`config.mk`:
```
export PLATFORM = sky130hd
export DESIGN_NAME = img2col_streamer
export DESIGN_NICKNAME = d
export VERILOG_FILES = /design/src/rtl/img2col_streamer_pkg.sv /design/src/rtl/img2col_win_cnt.sv /design/src/rtl/img2col_streamer.sv
export SDC_FILE = /design/constraint.sdc
export NUM_CORES = 1
export LEC_CHECK = 0
export ABC_AREA = 1
export BUFFER_PORTS_ARGS = -buffer_cell sky130_fd_sc_hd__buf_2
export CORE_AREA = 3 3 60 117
export CTS_CLUSTER_DIAMETER = 200
export DETAILED_ROUTE_END_ITERATION = 10
export DIE_AREA = 0 0 63 120
export PLACE_DENSITY = 0.69
export SLEW_MARGIN = 20
export SYNTH_ARGS = -nofsm -noshare
export SYNTH_HDL_FRONTEND = slang
export SYNTH_HIERARCHICAL = 1
export SYNTH_SLANG_ARGS = --single-unit
```
`constraint.sdc`:
```
create_clock -name clk -period 2.8 [get_ports clk]
set_input_delay 0.56 -clock clk [delete_from_list [all_inputs] [get_ports clk]]
set_output_delay 0.56 -clock clk [all_outputs]
set_load 0.005 [all_outputs]
```
`src/rtl/img2col_streamer_pkg.sv`:
```
// Shared constants, FSM encoding and width helper for the img2col transmit stream.
package img2col_streamer_pkg;

  // Tile edge shared with the serial-to-parallel collector; one tile = S2P_SIZE^2 beats.
  localparam int S2P_SIZE_DEF = 3;
  // Collector data width; carried here so both sides of the stream agree.
  localparam int DATA_WIDTH   = 8;

  typedef enum logic [1:0] {
    ST_IDLE = 2'd0,
    ST_RUN  = 2'd1,
    ST_DONE = 2'd2
  } state_e;

  // Bits needed to hold values 0..n-1, never less than one bit.
  function automatic int clog2_min1(input int n);
    return (n <= 2) ? 1 : $clog2(n);
  endfunction

endpackage

```
`src/rtl/img2col_win_cnt.sv`:
```
// Nested wrap counters (f, oy, ox, c, ty, tx) for the img2col walk, plus running
// address bases. Tensor and weight addresses are accumulated modulo their SRAM
// width with adders only; out-of-range (padded) values are discarded by the top.
module img2col_win_cnt
  import img2col_streamer_pkg::*;
#(
  parameter int S2P_SIZE = 3,
  parameter int KSIZE    = 3,
  parameter int IMG_H    = 4,
  parameter int IMG_W    = 4,
  parameter int CH       = 1,
  parameter int NUM_FILT = 1,
  parameter int PAD      = 1,
  parameter int STRIDE   = 1,
  parameter int OH       = 4,
  parameter int OW       = 4,
  parameter int T_AW     = 4,
  parameter int W_AW     = 4,
  parameter int IW       = 6,
  parameter int CW       = 2
) (
  input  logic                 clk,
  input  logic                 rstn,
  input  logic                 adv_i,
  output logic [CW-1:0]        tx_o,
  output logic [CW-1:0]        ty_o,
  output logic signed [IW-1:0] iy_o,
  output logic signed [IW-1:0] ix_o,
  output logic [T_AW-1:0]      t_addr_o,
  output logic [W_AW-1:0]      w_addr_o,
  output logic                 last_o
);

  localparam int CCW = clog2_min1(CH);
  localparam int OXW = clog2_min1(OW);
  localparam int OYW = clog2_min1(OH);
  localparam int FW  = clog2_min1(NUM_FILT);

  localparam logic [CW-1:0]  T_MAX  = CW'(S2P_SIZE - 1);
  localparam logic [CCW-1:0] C_MAX  = CCW'(CH - 1);
  localparam logic [OXW-1:0] OX_MAX = OXW'(OW - 1);
  localparam logic [OYW-1:0] OY_MAX = OYW'(OH - 1);
  localparam logic [FW-1:0]  F_MAX  = FW'(NUM_FILT - 1);

  localparam logic signed [IW-1:0] PAD_NEG = IW'(-PAD);
  localparam logic signed [IW-1:0] STEP_I  = IW'(STRIDE);

  // Tensor-address terms, two's complement modulo 2^T_AW.
  localparam logic [T_AW-1:0] ROW_INIT = T_AW'(-PAD * IMG_W);
  localparam logic [T_AW-1:0] ROW_STEP = T_AW'(STRIDE * IMG_W);
  localparam logic [T_AW-1:0] W_STEP   = T_AW'(IMG_W);
  localparam logic [T_AW-1:0] HW_STEP  = T_AW'(IMG_H * IMG_W);

  localparam logic [W_AW-1:0] K_STEP   = W_AW'(KSIZE);
  localparam logic [W_AW-1:0] KK_STEP  = W_AW'(KSIZE * KSIZE);
  localparam logic [W_AW-1:0] FK_STEP  = W_AW'(CH * KSIZE * KSIZE);

  logic [CW-1:0]  tx_q, tx_d, ty_q, ty_d;
  logic [CCW-1:0] c_q, c_d;
  logic [OXW-1:0] ox_q, ox_d;
  logic [OYW-1:0] oy_q, oy_d;
  logic [FW-1:0]  f_q, f_d;
  logic signed [IW-1:0] iy_base_q, iy_base_d, ix_base_q, ix_base_d;
  logic [T_AW-1:0] row_q, row_d, tyw_q, tyw_d, c_off_q, c_off_d;
  logic [W_AW-1:0] fw_q, fw_d, cw_q, cw_d, tyk_q, tyk_d;

  logic wrap_tx, wrap_ty, wrap_c, wrap_ox, wrap_oy, wrap_f;

  assign wrap_tx = (tx_q == T_MAX);
  assign wrap_ty = wrap_tx & (ty_q == T_MAX);
  assign wrap_c  = wrap_ty & (c_q == C_MAX);
  assign wrap_ox = wrap_c  & (ox_q == OX_MAX);
  assign wrap_oy = wrap_ox & (oy_q == OY_MAX);
  assign wrap_f  = wrap_oy & (f_q == F_MAX);

  // Carry cascade: each level steps when every inner level wraps on this beat.
  always_comb begin
    tx_d = tx_q; ty_d = ty_q; c_d = c_q; ox_d = ox_q; oy_d = oy_q; f_d = f_q;
    iy_base_d = iy_base_q; ix_base_d = ix_base_q;
    row_d = row_q; tyw_d = tyw_q; c_off_d = c_off_q;
    fw_d = fw_q; cw_d = cw_q; tyk_d = tyk_q;
    if (adv_i) begin
      tx_d = wrap_tx ? '0 : tx_q + 1'b1;
      if (wrap_tx) begin
        ty_d  = wrap_ty ? '0 : ty_q + 1'b1;
        tyw_d = wrap_ty ? '0 : tyw_q + W_STEP;
        tyk_d = wrap_ty ? '0 : tyk_q + K_STEP;
      end
      if (wrap_ty) begin
        c_d     = wrap_c ? '0 : c_q + 1'b1;
        c_off_d = wrap_c ? '0 : c_off_q + HW_STEP;
        cw_d    = wrap_c ? '0 : cw_q + KK_STEP;
      end
      if (wrap_c) begin
        ox_d      = wrap_ox ? '0 : ox_q + 1'b1;
        ix_base_d = wrap_ox ? PAD_NEG : ix_base_q + STEP_I;
      end
      if (wrap_ox) begin
        oy_d      = wrap_oy ? '0 : oy_q + 1'b1;
        iy_base_d = wrap_oy ? PAD_NEG : iy_base_q + STEP_I;
        row_d     = wrap_oy ? ROW_INIT : row_q + ROW_STEP;
      end
      if (wrap_oy) begin
        f_d  = wrap_f ? '0 : f_q + 1'b1;
        fw_d = wrap_f ? '0 : fw_q + FK_STEP;
      end
    end
  end

  // Counter and base registers; reset leaves the walk at the first beat of a job.
  always_ff @(posedge clk or negedge rstn) begin
    if (!rstn) begin
      tx_q <= '0; ty_q <= '0; c_q <= '0; ox_q <= '0; oy_q <= '0; f_q <= '0;
      iy_base_q <= PAD_NEG; ix_base_q <= PAD_NEG;
      row_q <= ROW_INIT; tyw_q <= '0; c_off_q <= '0;
      fw_q <= '0; cw_q <= '0; tyk_q <= '0;
    end else begin
      tx_q <= tx_d; ty_q <= ty_d; c_q <= c_d; ox_q <= ox_d; oy_q <= oy_d; f_q <= f_d;
      iy_base_q <= iy_base_d; ix_base_q <= ix_base_d;
      row_q <= row_d; tyw_q <= tyw_d; c_off_q <= c_off_d;
      fw_q <= fw_d; cw_q <= cw_d; tyk_q <= tyk_d;
    end
  end

  assign tx_o     = tx_q;
  assign ty_o     = ty_q;
  assign iy_o     = iy_base_q + IW'(ty_q);
  assign ix_o     = ix_base_q + IW'(tx_q);
  // c*H*W + (oy*S-PAD)*W + ty*W + (ox*S-PAD+tx) == c*H*W + iy*W + ix
  assign t_addr_o = c_off_q + row_q + tyw_q + T_AW'(ix_o);
  assign w_addr_o = fw_q + cw_q + tyk_q + W_AW'(tx_q);
  assign last_o   = wrap_f;

endmodule

```
`src/rtl/img2col_streamer.sv`:
```
// img2col transmit streamer: walks (f, oy, ox, c, ty, tx) and emits one beat per
// clock with tensor/weight SRAM addresses and zero-padding flags.
// Optional build macro IMG2COL_PAD_RDSKIP_EN: suppress SRAM read enables on padded beats.
module img2col_streamer
  import img2col_streamer_pkg::*;
#(
  parameter int S2P_SIZE = S2P_SIZE_DEF,
  parameter int KSIZE    = 3,
  parameter int IMG_H    = 4,
  parameter int IMG_W    = 4,
  parameter int CH       = 1,
  parameter int NUM_FILT = 1,
  parameter int PAD      = 1,
  parameter int STRIDE   = 1,
  localparam int OH      = (IMG_H + 2 * PAD - KSIZE) / STRIDE + 1,
  localparam int OW      = (IMG_W + 2 * PAD - KSIZE) / STRIDE + 1,
  localparam int T_AW    = clog2_min1(CH * IMG_H * IMG_W),
  localparam int W_AW    = clog2_min1(NUM_FILT * CH * KSIZE * KSIZE)
) (
  input  logic            clk,
  input  logic            rstn,
  input  logic            i_go,
  output logic            o_start,
  output logic            o_t_rd_en,
  output logic [T_AW-1:0] o_t_addr,
  output logic            o_w_rd_en,
  output logic [W_AW-1:0] o_w_addr,
  output logic            o_t_padding_zero,
  output logic            o_w_padding_zero,
  output logic            o_busy,
  output logic            o_done
);

  localparam int CW = clog2_min1(S2P_SIZE + 1);
  localparam int IW = T_AW + 2;

  localparam logic [CW-1:0]        K_C   = CW'(KSIZE);
  localparam logic signed [IW-1:0] IMG_HS = IW'(IMG_H);
  localparam logic signed [IW-1:0] IMG_WS = IW'(IMG_W);

  state_e state_q, state_d;
  logic   issue;

  logic [CW-1:0]        cnt_tx, cnt_ty;
  logic signed [IW-1:0] cnt_iy, cnt_ix;
  logic [T_AW-1:0]      cnt_t_addr;
  logic [W_AW-1:0]      cnt_w_addr;
  logic                 cnt_last;

  logic kpad, ipad, t_pad, w_pad;

  logic            start_q, start_d, done_q, done_d, last_q, last_d;
  logic            t_rd_q, t_rd_d, w_rd_q, w_rd_d;
  logic            t_pad_q, t_pad_d, w_pad_q, w_pad_d;
  logic [T_AW-1:0] t_addr_q, t_addr_d;
  logic [W_AW-1:0] w_addr_q, w_addr_d;

  img2col_win_cnt #(
    .S2P_SIZE(S2P_SIZE), .KSIZE(KSIZE), .IMG_H(IMG_H), .IMG_W(IMG_W),
    .CH(CH), .NUM_FILT(NUM_FILT), .PAD(PAD), .STRIDE(STRIDE),
    .OH(OH), .OW(OW), .T_AW(T_AW), .W_AW(W_AW), .IW(IW), .CW(CW)
  ) u_win_cnt (
    .clk      (clk),
    .rstn     (rstn),
    .adv_i    (issue),
    .tx_o     (cnt_tx),
    .ty_o     (cnt_ty),
    .iy_o     (cnt_iy),
    .ix_o     (cnt_ix),
    .t_addr_o (cnt_t_addr),
    .w_addr_o (cnt_w_addr),
    .last_o   (cnt_last)
  );

  // Kernel-pad covers tile positions beyond the kernel; image-pad covers reads outside the map.
  assign kpad  = (cnt_ty >= K_C) | (cnt_tx >= K_C);
  assign ipad  = cnt_iy[IW-1] | cnt_ix[IW-1] | (cnt_iy >= IMG_HS) | (cnt_ix >= IMG_WS);
  assign t_pad = kpad | ipad;
  assign w_pad = kpad;

  // FSM state register.
  always_ff @(posedge clk or negedge rstn) begin
    if (!rstn) state_q <= ST_IDLE;
    else       state_q <= state_d;
  end

  // Next state and beat issue: the first beat issues on the go edge, RUN holds
  // until the registered last beat has been presented, DONE lasts one cycle.
  always_comb begin
    state_d = state_q;
    issue   = 1'b0;
    done_d  = 1'b0;
    case (state_q)
      ST_IDLE: if (i_go) begin
        state_d = ST_RUN;
        issue   = 1'b1;
      end
      ST_RUN: if (last_q) begin
        state_d = ST_DONE;
        done_d  = 1'b1;
      end else begin
        issue = 1'b1;
      end
      ST_DONE: state_d = ST_IDLE;
      default: state_d = ST_IDLE;
    endcase
  end

  // Beat payload: padded addresses collapse to 0; idle cycles drive all zeros.
  always_comb begin
    start_d  = issue;
    last_d   = issue & cnt_last;
    t_pad_d  = issue & t_pad;
    w_pad_d  = issue & w_pad;
    t_addr_d = (issue & ~t_pad) ? cnt_t_addr : '0;
    w_addr_d = (issue & ~w_pad) ? cnt_w_addr : '0;
`ifdef IMG2COL_PAD_RDSKIP_EN
    t_rd_d   = issue & ~t_pad;
    w_rd_d   = issue & ~w_pad;
`else
    t_rd_d   = issue;
    w_rd_d   = issue;
`endif
  end

  // Output registers; all beat fields change together on one edge.
  always_ff @(posedge clk or negedge rstn) begin
    if (!rstn) begin
      start_q <= 1'b0; done_q <= 1'b0; last_q <= 1'b0;
      t_rd_q <= 1'b0; w_rd_q <= 1'b0; t_pad_q <= 1'b0; w_pad_q <= 1'b0;
      t_addr_q <= '0; w_addr_q <= '0;
    end else begin
      start_q <= start_d; done_q <= done_d; last_q <= last_d;
      t_rd_q <= t_rd_d; w_rd_q <= w_rd_d; t_pad_q <= t_pad_d; w_pad_q <= w_pad_d;
      t_addr_q <= t_addr_d; w_addr_q <= w_addr_d;
    end
  end

  assign o_start          = start_q;
  assign o_t_rd_en        = t_rd_q;
  assign o_w_rd_en        = w_rd_q;
  assign o_t_addr         = t_addr_q;
  assign o_w_addr         = w_addr_q;
  assign o_t_padding_zero = t_pad_q;
  assign o_w_padding_zero = w_pad_q;
  assign o_busy           = (state_q != ST_IDLE);
  assign o_done           = done_q;

endmodule

```
Word-level counts from Yosys, hierarchy flattened. Index checks and enable logic that the tools add are counted.

Bits in registers: 57. Output and inout bits: 15.

Add/sub/neg operators: 20. Magnitude comparators: 4. Eq/ne operators: 7. Mux-type cells: 23. Bitwise gates (word level): 19. Reduce and logical (&&, ||, !) cells: 8.

Operator list (count): 2-to-1 mux 4 bit (7); adder 4 bit (4); adder 6 x 2 -> 6 bit (2); adder 6 x 2 -> 6 bit (second input constant) (2); greater-or-equal comparator 6 x 4 -> 1 bit (second input constant) (2); 2-to-1 mux 2 bit (6); 2-to-1 mux 6 bit (2); AND reduction 2 bit (6); bitwise AND 1 bit (10); adder 2 x 1 -> 2 bit (second input constant) (4); adder 4 x 3 -> 4 bit (second input constant) (2); adder 4 bit (second input constant) (2); equality test 2 bit (second input constant) (4); 2-to-1 mux 1 bit (6); bitwise OR 1 bit (5); adder 4 x 2 -> 4 bit (1); adder 4 x 2 -> 4 bit (second input constant) (1); greater-or-equal comparator 2 bit (second input constant) (2); != test 2 bit (second input constant) (2); NOT 1 bit (4); case mux 2 bit (2 select lines) (1); adder 1 bit (second input constant) (2); equality test 2 x 1 -> 1 bit (second input constant) (1); zero test 2 bit (1); other kinds (2) (2).

Longest topological paths before layout. Gate-level depths: netlist (run 1).

Depth after elaboration: 8. Gate-level depth with buffers: 13. Gate-level depth less buffers: 13.

By module. Netlist (run 1), hierarchy kept.

Modules (own cells, without submodules): img2col_win_cnt (times used 1, cells an instance 315, area each 2548.7 um2, seq. area each 968.4 um2); img2col_streamer (times used 1, cells an instance 62, area each 578.1 um2, seq. area each 375.4 um2).

Worst setup path after synthesis (run 1). No wires, ideal clock.

Path kind: reg2reg. Start point: register u_win_cnt.tx_q[1] (netlist: u_win_cnt/tx_o[1]). End point: register w_addr_q[3] (netlist: o_w_addr[3]). Setup time: 0.118 ns. Arrival time: 2.701 ns. Path slack: -0.019 ns. Cell stages (with the launch flop): 14. Buffers on the path: 0. Period minus slack after synthesis: 2.819 ns. Cells stage by stage: dfrtp_1 -> inv_1 -> fa_1 -> inv_1 -> fa_1 -> ha_1 -> fa_1 -> xnor2_1 -> xor2_1 -> inv_1 -> nand2_1 -> nand2_1 -> inv_1 -> nor2_1.

Elaborated cells between the ends (all ways): 6. Classes of those cells: add/sub (1); order compare (1); mux (1); bitwise (3).

RTL lines: from (decl) (line img2col_win_cnt.sv:58) `logic [CW-1:0] tx_q, tx_d, ty_q, ty_d;`; from (signal assigned) (line img2col_win_cnt.sv:113) `tx_q <= '0; ty_q <= '0; c_q <= '0; ox_q <= '0; oy_q <= '0; f_q <= '0;`; from (signal assigned) (line img2col_win_cnt.sv:118) `tx_q <= tx_d; ty_q <= ty_d; c_q <= c_d; ox_q <= ox_d; oy_q <= oy_d; f_q <= f_d;`; adder 4 x 2 -> 4 bit (line img2col_win_cnt.sv:131) `assign w_addr_o = fw_q + cw_q + tyk_q + W_AW'(tx_q);`; net cnt_w_addr[3] (line img2col_streamer.sv:47) `logic [W_AW-1:0] cnt_w_addr;`; 2-to-1 mux 4 bit (line img2col_streamer.sv:116) `w_addr_d = (issue & ~w_pad) ? cnt_w_addr : '0;`; net w_addr_d[3] (line img2col_streamer.sv:56) `logic [W_AW-1:0] w_addr_q, w_addr_d;`; to (signal assigned) (line img2col_streamer.sv:135) `t_addr_q <= t_addr_d; w_addr_q <= w_addr_d;`; to (decl) (line img2col_streamer.sv:56).

The timed path passes the listed nets, and every way through them passes these cells. A chain may end at the register's enable or synchronous reset.

Worst setup path after layout (run 1). Same ends and word-level chain as after synthesis.

==> reports/results.ini, run 1 <==
[worst_setup_path]
end_kind=flip-flop
crit_type=reg2reg
crit_fanout=2
r2r-start=u_win_cnt/tx_o[1]
ff2ff_path_depth=13
worst_path_max_delay_cell=fa_1
crit_chain=inv_2 -> fa_1 -> inv_1 -> fa_1 -> ha_2 -> fa_2 -> xnor2_2 -> xor2_1 -> inv_1 -> nand2_1 -> nand2_1 -> inv_1 -> nor2_1
rrSetupSlack_ns=0.14
r2r_end=o_w_addr[3]
cpPeakStageDelay_ns=0.54
cpMostUsedCell=inv_1
cp_data_arrival_time_ns=2.85
start_kind=flip-flop
critPathRequiredTime_ns=2.99
cp-startpoint=u_win_cnt/tx_o[1]

[route]
drtIter0Drc=88
drc=0
routedWlPerCell_um=12.2
vias=2308
detail_route.wirelength_mm=5.89
via_per_inst=4.78
ant_nets=0
drt-pass1-iter-count=4

[synthesis]
ys_warn_count=6
postSynthCellCount=376
synth_area_um2=3120
avgSynthCellArea_um2=8.31

[power_and_ir_drop]
clkPwrFrac=0.204
irDropWorstVdd_v=0.000431
leakage_uw=0.00180
power_uw=3000
powerDensity_nw_per_um2=869
p_seq_frac=0.382
p_sw_uw=1160
p_int_uw=1840
power_frac_comb=0.415
swShare=0.387

[floorplanning]
die_w_um=63
io_pins=18
fp.dieH_um=120
core_um2=6310
std_cell_rows=41
dieArea_um2=7560
start_util=0.495

[place]
gp_congestion=0.815
port_buffers=17
place_hpwl_mm=4.52
placed_cell_area_um2=3290
place_ws_ns=0.0130

[global_route]
grt_pass1_wl_mm=10.1
grt_overflow=0
grt_max_degree=54
grt_pass1_vias=2284
grtUsageTotal=0.173
antenna_found_initial=0

[clocking]
cts_setup_buffers=0
cts_tree=built
post_cts_resized=0
clockRootBuffer=clkbuf_16
h-tree-depth=2
clkSinkCount=53
ctsHoldBuffers=0
clock_latency_ns=0.29
clock_path_buffers=2
cts-buffers-inserted=5
clk_pin_slew_ns=0.07

[finish]
area_delta_synth_final_pct=10.4
finalNetCount=423
num_antenna_cells=0
drive_gt1_frac=0.149
final_util=0.546
fin_area_um2=3450

[sta]
slew_violations=0
fin_crit_ns=2.66
fmax_mhz=376
hold_viol=0
skew_ns=0.00547
finalSetupViolCount=0
hold_ws_ns=0.385
setup_ws_ns=0.139
fin_crit_sh=0.950
maxSlewHeadroom=0.556
rsz0062_at_grt=yes
tightest_slew_ns=0.665

[outcome]
status=finished clean

[run]
cap_violations=0

[hold_path]
hold_class=in2async

## worst max-delay path by stage
stage | endpoint | slack [ns] | depth (start not counted)
global route | o_w_addr[3] | -0.02 | 13
CTS | o_w_addr[3] | 0.01 | 13
global placement | o_w_addr[3] | 0.06 | 13
finish | o_w_addr[3] | 0.14 | 13
floorplan | o_w_addr[3] | 0.009 | 13
detailed placement | o_w_addr[3] | 0.01 | 13
## critical path: cells and delay by family (launching register included)
family / cells / cell delay (ns)
buffers and inverters: 4 / 0.20
DFF: 1 / 0.36
adders and majority gates: 4 / 1.53
and+or+nand+nor: 3 / 0.13
xor gates and xnor gates: 2 / 0.32
## placed cells by master, fill, tap and decap left out, drive strengths merged
cell and count:
xor2 10, a21oi 11, o21a 2, o22ai 1, ha 15, buf 22, inv 62, dfrtp 39
nand2 105, nor2 42, clkinvlp 3, xnor2 11, nand3b 3, dfstp 14, and2 1, nand3 21
clkbuf 5, nand4 4, nor3 2, o211ai 1, fa 9, conb 2, o21ai 12
## registers in the layout (all words and copies together) (netlist names)
name and cells:
u_win_cnt/ix_base_q 6, u_win_cnt/iy_base_q 6, o_t_addr 4, o_w_addr 4, u_win_cnt/cw_q 4, u_win_cnt/fw_q 4, u_win_cnt/tyk_q 4, state_q 2
u_win_cnt/ox_q 2, u_win_cnt/oy_q 2, u_win_cnt/row_q 2, u_win_cnt/tx_o 2, u_win_cnt/ty_o 2, u_win_cnt/tyw_q 2, last_q 1, o_done 1
o_t_padding_zero 1, o_w_padding_zero 1, o_w_rd_en 1, u_win_cnt/c_q 1, u_win_cnt/f_q 1
## power by group through the flow
stage | sequential (uW) | clock (uW) | combinational (uW)
4_1_cts | 1140 | 635 | 1240
5_1_grt | 1170 | 662 | 1460
6_report | 1140 | 610 | 1240
3_3_place_gp | 1150 | 0 | 1180
2_1_floorplan | 1120 | 0 | 967
3_5_place_dp | 1160 | 0 | 1230
## layout make-up
cell class / instances / area (um^2)
sequential: 53 / 1340
tap: 86 / 108
inverter: 62 / 233
fill: 606 / 2860
clock inverter: 3 / 22.5
clock buffer: 5 / 125
timing repair buffer: 22 / 123
multi-input combinational: 252 / 1490
## layer usage
metal	vias up	share of wire	track usage	wire length, um
met1	1081	0.38	0.173	2250
met4	0	0.025	0.0885	149
li1	1179	-	-	-
met5	-	0	0	0
met3	12	0.028	0.0318	164
met2	36	0.57	0.328	3330
## per-stage QoR
stage	std cells	setup TNS, ns
finish	483	0
global route	483	-0.0160
CTS	483	0
detailed placement	475	0
global placement	475	0
floorplan	377	0
Power figures use the tool's default switching activity.
==> run 2, diff against run 1 <==
--- a/config.mk
+++ b/config.mk
@@ -7,13 +7,12 @@
 export LEC_CHECK = 0
 export ABC_AREA = 1
 export BUFFER_PORTS_ARGS = -buffer_cell sky130_fd_sc_hd__buf_2
-export CORE_AREA = 3 3 60 117
+export CORE_AREA = 3 3 59 115
 export CTS_CLUSTER_DIAMETER = 200
 export DETAILED_ROUTE_END_ITERATION = 10
-export DIE_AREA = 0 0 63 120
+export DIE_AREA = 0 0 62 118
 export PLACE_DENSITY = 0.69
 export SLEW_MARGIN = 20
 export SYNTH_ARGS = -nofsm -noshare
 export SYNTH_HDL_FRONTEND = slang
-export SYNTH_HIERARCHICAL = 1
 export SYNTH_SLANG_ARGS = --single-unit
==> run 2 against run 1 <==
- worst hold slack lost 0.23 ns
- total power shrank 5.4%
- synthesized cell count decreased by 11%
- core utilization down 0.17 points
- sequential cell count did not move
- design area down 4.3%
- register-to-register slack gained 0.12 ns
- clock power increased by 4.3%
- area after synthesis fell by 4.3%
- highest routed layer unchanged
==> reports/results.ini, run 2 <==
[place]
gp_congestion=0.971
placed_cells=433
placed_cell_area_um2=3150
place_hpwl_mm=4.58
port_buffers=17

[sta]
fin_tns_setup_ns=0
fin_crit_ns=2.54
fin_crit_sh=0.908
skew_ns=0.00389
hold_viol=0
rsz0062_at_grt=no
fmax_mhz=393
finalSetupViolCount=0
slew_violations=0

[route]
drt-pass1-iter-count=5
detail_route.wirelength_mm=5.87
routedWlPerCell_um=13.3
drtIter0Drc=103
ant_nets=0
vias=2187
drc=0
via_per_inst=4.96

[finish]
drive_gt1_frac=0.165
final_util=0.545
top_regs=u_win_cnt.ix_base_q: 6 flops, u_win_cnt.iy_base_q: 6 flops
fin_cells=441
final.fill_count=542
finalNetCount=383
num_antenna_cells=0
layout_common_cells=68 x nand2_1, 47 x inv_1, 39 x dfrtp_1
layout_commonest_cell=nand2_1
area_delta_synth_final_pct=10.3
fin_area_um2=3300

[power_and_ir_drop]
irDropWorstVdd_v=0.000602
powerDensity_nw_per_um2=860
leakage_uw=0.00163

[clocking]
post_cts_resized=0
clockRootBuffer=clkbuf_16
h-tree-depth=2
clock_latency_ns=0.30
cts_setup_buffers=0
clkSinkCount=53
cts-buffers-inserted=5
cts_tree=built
clk_pin_slew_ns=0.07
clock_path_buffers=2
ctsHoldBuffers=0

[synthesis]
ys_warn_count=0
netlist_top_cells_count=68 x nand2_1, 47 x inv_1, 39 x dfrtp_1, 31 x nand3_1, 25 x nor2_1
ys_ff_latch=53
synthArstFlopShare=1.00
yosys.area.top_type=dfrtp_1
ys_seq_area_frac=0.450
synth_top_area_frac=0.326
avgSynthCellArea_um2=8.95
synth_cell_types=33
synth_area_leaders=dfrtp_1 33%, dfstp_2 12%, nand2_1 8.5%
yosysMostFrequentCell=nand2_1
synth_edf_count=0
postSynthCellCount=334
synth_area_um2=2990
synth-main-ff-cell=dfrtp_1

[global_route]
antenna_found_initial=0
grt_overflow=0
grt_pass1_vias=2266
grt_max_degree=22
grt_pass1_wl_mm=10.2
grtUsageTotal=0.187

[worst_setup_path]
rrSetupSlack_ns=0.26
end_kind=flip-flop
start_kind=flip-flop
crit_type=reg2reg
critPathRequiredTime_ns=3.02
ff2ff_path_depth=8
r2r-start=u_win_cnt.tyk_q[1]
crit_fanout=3
r2r_end=o_w_addr[3]
cp_data_arrival_time_ns=2.77

[floorplanning]
std_cell_rows=40
die_w_um=62
io_pins=18
start_util=0.494
fp.dieH_um=118
dieArea_um2=7320
core_um2=6060

[hold_path]
hold_class=in2async

[run]
cap_violations=0

[outcome]
status=finished clean

-- run 2: worst max-delay path: stages (launching register included) --
cell	delay (ns)
dfrtp_1	0.41
fa_1	0.57
fa_1	0.43
ha_1	0.22
fa_1	0.39
xor2_1	0.18
inv_1	0.07
nand2_1	0.06
a21oi_1	0.14
-- run 2: cells by family (layout without fill, tap and decap cells) --
kind of cell	after synthesis	after routing	synth area share
and+or+nand+nor	139	139	0.217
DFF	53	53	0.450
AOI/OAI and AO/OA	44	44	0.0787
xor gates and xnor gates	13	13	0.0381
buffers and inverters	60	82	0.0921
adders and majority gates	24	24	0.123
other	1	2	0.00125
-- run 2: through the flow --
step | power, uW | hold WS (ns) | setup slack (ns)
after detailed placement | 2220 | 0.479 | 0.271
after CTS | 2880 | 0.164 | 0.233
final | 2840 | 0.157 | 0.257
after floorplan | 1910 | 0.264 | 0.398
after global placement | 2180 | 0.459 | 0.354
after global routing | 3110 | 0.180 | 0.108
-- run 2: area by class of cell --
cell class,count,area (um^2),area share
Timing Repair Buffer,21,115,0.0349
Tap cell,84,105,0.0319
Multi-Input combinational cell,222,1370,0.417
Clock inverter,3,25.0,0.00759
Clock buffer,5,125,0.0379
Sequential cell,53,1340,0.407
Inverter,53,210,0.0637
-- run 2: routing by layer --
| layer | part of all wire | GRT usage | vias to the layer above |
|---|---|---|---|
| met5 | 0 | 0 | - |
| met4 | 0.043 | 0.102 | 0 |
| met3 | 0.019 | 0.0307 | 17 |
| met2 | 0.57 | 0.327 | 31 |
| met1 | 0.37 | 0.197 | 1045 |
| li1 | - | - | 1094 |
-- run 2: where the power goes --
group          internal (uW)  switching [uW]
sequential               946             140
clock                    337             300
combinational            468             646
total                   1750            1090
-- run 2: worst max-delay path by stage --
| stage | from | end | slack [ns] | cells past startpoint |
|---|---|---|---|---|
| after CTS | u_win_cnt.tyk_q[1] | o_w_addr[3] | 0.23 | 8 |
| after global routing | u_win_cnt.tyk_q[1] | o_w_addr[3] | 0.11 | 8 |
| after detailed placement | u_win_cnt.tyk_q[1] | o_w_addr[3] | 0.27 | 8 |
| final | u_win_cnt.tyk_q[1] | o_w_addr[3] | 0.26 | 8 |
| after global placement | u_win_cnt.tyk_q[1] | o_w_addr[3] | 0.35 | 8 |
| after floorplan | u_win_cnt.tyk_q[1] | o_w_addr[3] | 0.40 | 8 |
==> run 3, diff against run 2 <==
--- a/config.mk
+++ b/config.mk
@@ -7,11 +7,13 @@
 export LEC_CHECK = 0
 export ABC_AREA = 1
 export BUFFER_PORTS_ARGS = -buffer_cell sky130_fd_sc_hd__buf_2
-export CORE_AREA = 3 3 59 115
+export CELL_PAD_IN_SITES_DETAIL_PLACEMENT = 1
+export CELL_PAD_IN_SITES_GLOBAL_PLACEMENT = 1
+export CORE_AREA = 3 3 64 126
 export CTS_CLUSTER_DIAMETER = 200
 export DETAILED_ROUTE_END_ITERATION = 10
-export DIE_AREA = 0 0 62 118
-export PLACE_DENSITY = 0.69
+export DIE_AREA = 0 0 67 129
+export PLACE_DENSITY_LB_ADDON = 0.1
 export SLEW_MARGIN = 20
 export SYNTH_ARGS = -nofsm -noshare
 export SYNTH_HDL_FRONTEND = slang
==> run 3 against run 2 <==
- non-clock buffer count stayed put
- register-to-register slack improved by 0.03 ns
- routed wire length is 16% higher
- die area up 18%
- total power up 1.2%
- clock skew up 0.0078 ns
- worst setup slack improved by 0.034 ns
- critical path depth increased by 1
- via count is 1.5% higher
- global-route usage shrank 0.14 points
- core utilization fell by 8.9 points
- largest power group unchanged
- highest routed layer unchanged
==> reports/results.ini, run 3 (synthesis results as in run 2) <==
[route]
vias=2220
routedWlPerCell_um=15.2
ant_nets=0
drc=0
detail_route.wirelength_mm=6.83
drt-pass1-iter-count=2
drtIter0Drc=106
via_per_inst=4.94

[power_and_ir_drop]
swShare=0.386
clkPwrFrac=0.226
power_frac_comb=0.395
p_int_uw=1760
leakage_uw=0.00163
irDropWorstVdd_v=0.000635
powerDensity_nw_per_um2=866
p_sw_uw=1110
p_seq_frac=0.379

[worst_setup_path]
cpMostUsedCell=fa_1
cp_data_arrival_time_ns=2.70
cpPeakStageDelay_ns=0.48
critPathRequiredTime_ns=2.99
crit_type=reg2reg
start_kind=flip-flop
rrSetupSlack_ns=0.29
crit_chain=ha_1 -> fa_1 -> nand2_1 -> nand2_1 -> fa_1 -> inv_1 -> fa_1 -> inv_1 -> nor2_1
end_kind=flip-flop
ff2ff_path_depth=9
r2r_end=o_t_addr[2]
crit_fanout=5
worst_path_max_delay_cell=fa_1
r2r-start=u_win_cnt.tx_o[0]
cp-startpoint=u_win_cnt.tx_o[0]
crit_path_end=o_t_addr[2]

[finish]
final_util=0.456
num_antenna_cells=0
finalNetCount=383
drive_gt1_frac=0.165
layout_common_cells=68 x nand2_1, 47 x inv_1, 39 x dfrtp_1
multiInputGateArea_um2=1370
top_regs=u_win_cnt.ix_base_q: 6 flops, u_win_cnt.iy_base_q: 6 flops
regArea_um2=1340
area_delta_synth_final_pct=10.8
final.fill_count=889
layout_commonest_cell=nand2_1

[sta]
hold_viol=0
hold_ws_ns=0.189
slew_violations=0
finalSetupViolCount=0
fin_crit_sh=0.896
fin_tns_setup_ns=0
skew_ns=0.0117
fin_crit_ns=2.51
fmax_mhz=398
rsz0062_at_grt=no

[clocking]
post_cts_resized=0
h-tree-depth=2
clkSinkCount=53
ctsHoldBuffers=0
clock_path_buffers=2
cts_tree=built
clk_pin_slew_ns=0.08
clockRootBuffer=clkbuf_16
clock_latency_ns=0.30
cts_setup_buffers=0
cts-buffers-inserted=5

[floorplanning]
start_util=0.411
io_pins=18
die_w_um=67
std_cell_rows=44
core_um2=7270
fp.dieH_um=129
dieArea_um2=8640

[global_route]
antenna_found_initial=0
grtUsageTotal=0.186
grt_max_degree=20
grt_pass1_wl_mm=11.9
grt_overflow=0
grt_pass1_vias=2510

[hold_path]
hold_class=in2async

[run]
cap_violations=0

[place]
place_hpwl_mm=5.51
gp_congestion=0.787
port_buffers=17

[outcome]
status=finished clean

## run 3: cell types whose count changed in the layout (fill, tap and decap cells not counted), sizes merged
| cell | before | now |
|---|---|---|
| clkinvlp | 1 | 0 |
| inv | 52 | 53 |
## run 3: how the worst min path moves through the flow
stage / endpoint / start / slack [ns]
5_1_grt: u_win_cnt.cw_q[2] / rstn / 0.21
3_3_place_gp: u_win_cnt.ox_q[1] / u_win_cnt.ox_q[1] / 0.46
2_1_floorplan: last_q / rstn / 0.26
3_5_place_dp: u_win_cnt.oy_q[1] / u_win_cnt.oy_q[1] / 0.49
6_report: o_w_padding_zero / rstn / 0.19
4_1_cts: o_w_padding_zero / rstn / 0.20
## run 3: critical path: cells and delay by family, from the launching register on
family        cells  cell delay [ns]
simple gates      3             0.23
buf+inv           2             0.11
flops             1             0.45
fa+ha+maj         4             1.60
## run 3: power by group through the flow
stage          combinational, uW  sequential, uW  clock [uW]
4_1_cts                     1170            1090         681
5_1_grt                     1360            1110         704
6_report                    1130            1090         649
3_3_place_gp                1140            1100           0
3_5_place_dp                1160            1100           0
2_1_floorplan                831            1080           0
## run 3: final cells by class
type                            instances  share of cell area
Timing Repair Buffer                   21              0.0348
Inverter                               53              0.0635
Clock buffer                            5              0.0378
Sequential cell                        53               0.406
Tap cell                               92              0.0348
Clock inverter                          3             0.00869
Multi-Input combinational cell        222               0.415
## run 3: through the flow
| stage | instance area (um^2) | total power [uW] | std cells | setup slack (ns) |
|---|---|---|---|---|
| after floorplan | 2990 | 1910 | 335 | 0.398 |
| after global placement | 3160 | 2240 | 441 | 0.338 |
| after detailed placement | 3160 | 2270 | 441 | 0.283 |
| after CTS | 3310 | 2950 | 449 | 0.277 |
| after global routing | 3310 | 3180 | 449 | 0.120 |
| final | 3310 | 2870 | 449 | 0.290 |
## run 3: per-layer routing
| metal | global-route usage | vias up | wire (um) |
|---|---|---|---|
| met5 | 0 | - | 0 |
| met2 | 0.353 | 22 | 4060 |
| met1 | 0.194 | 1098 | 2510 |
| met4 | 0.0706 | 0 | 139 |
| li1 | - | 1090 | - |
| met3 | 0.0332 | 10 | 126 |
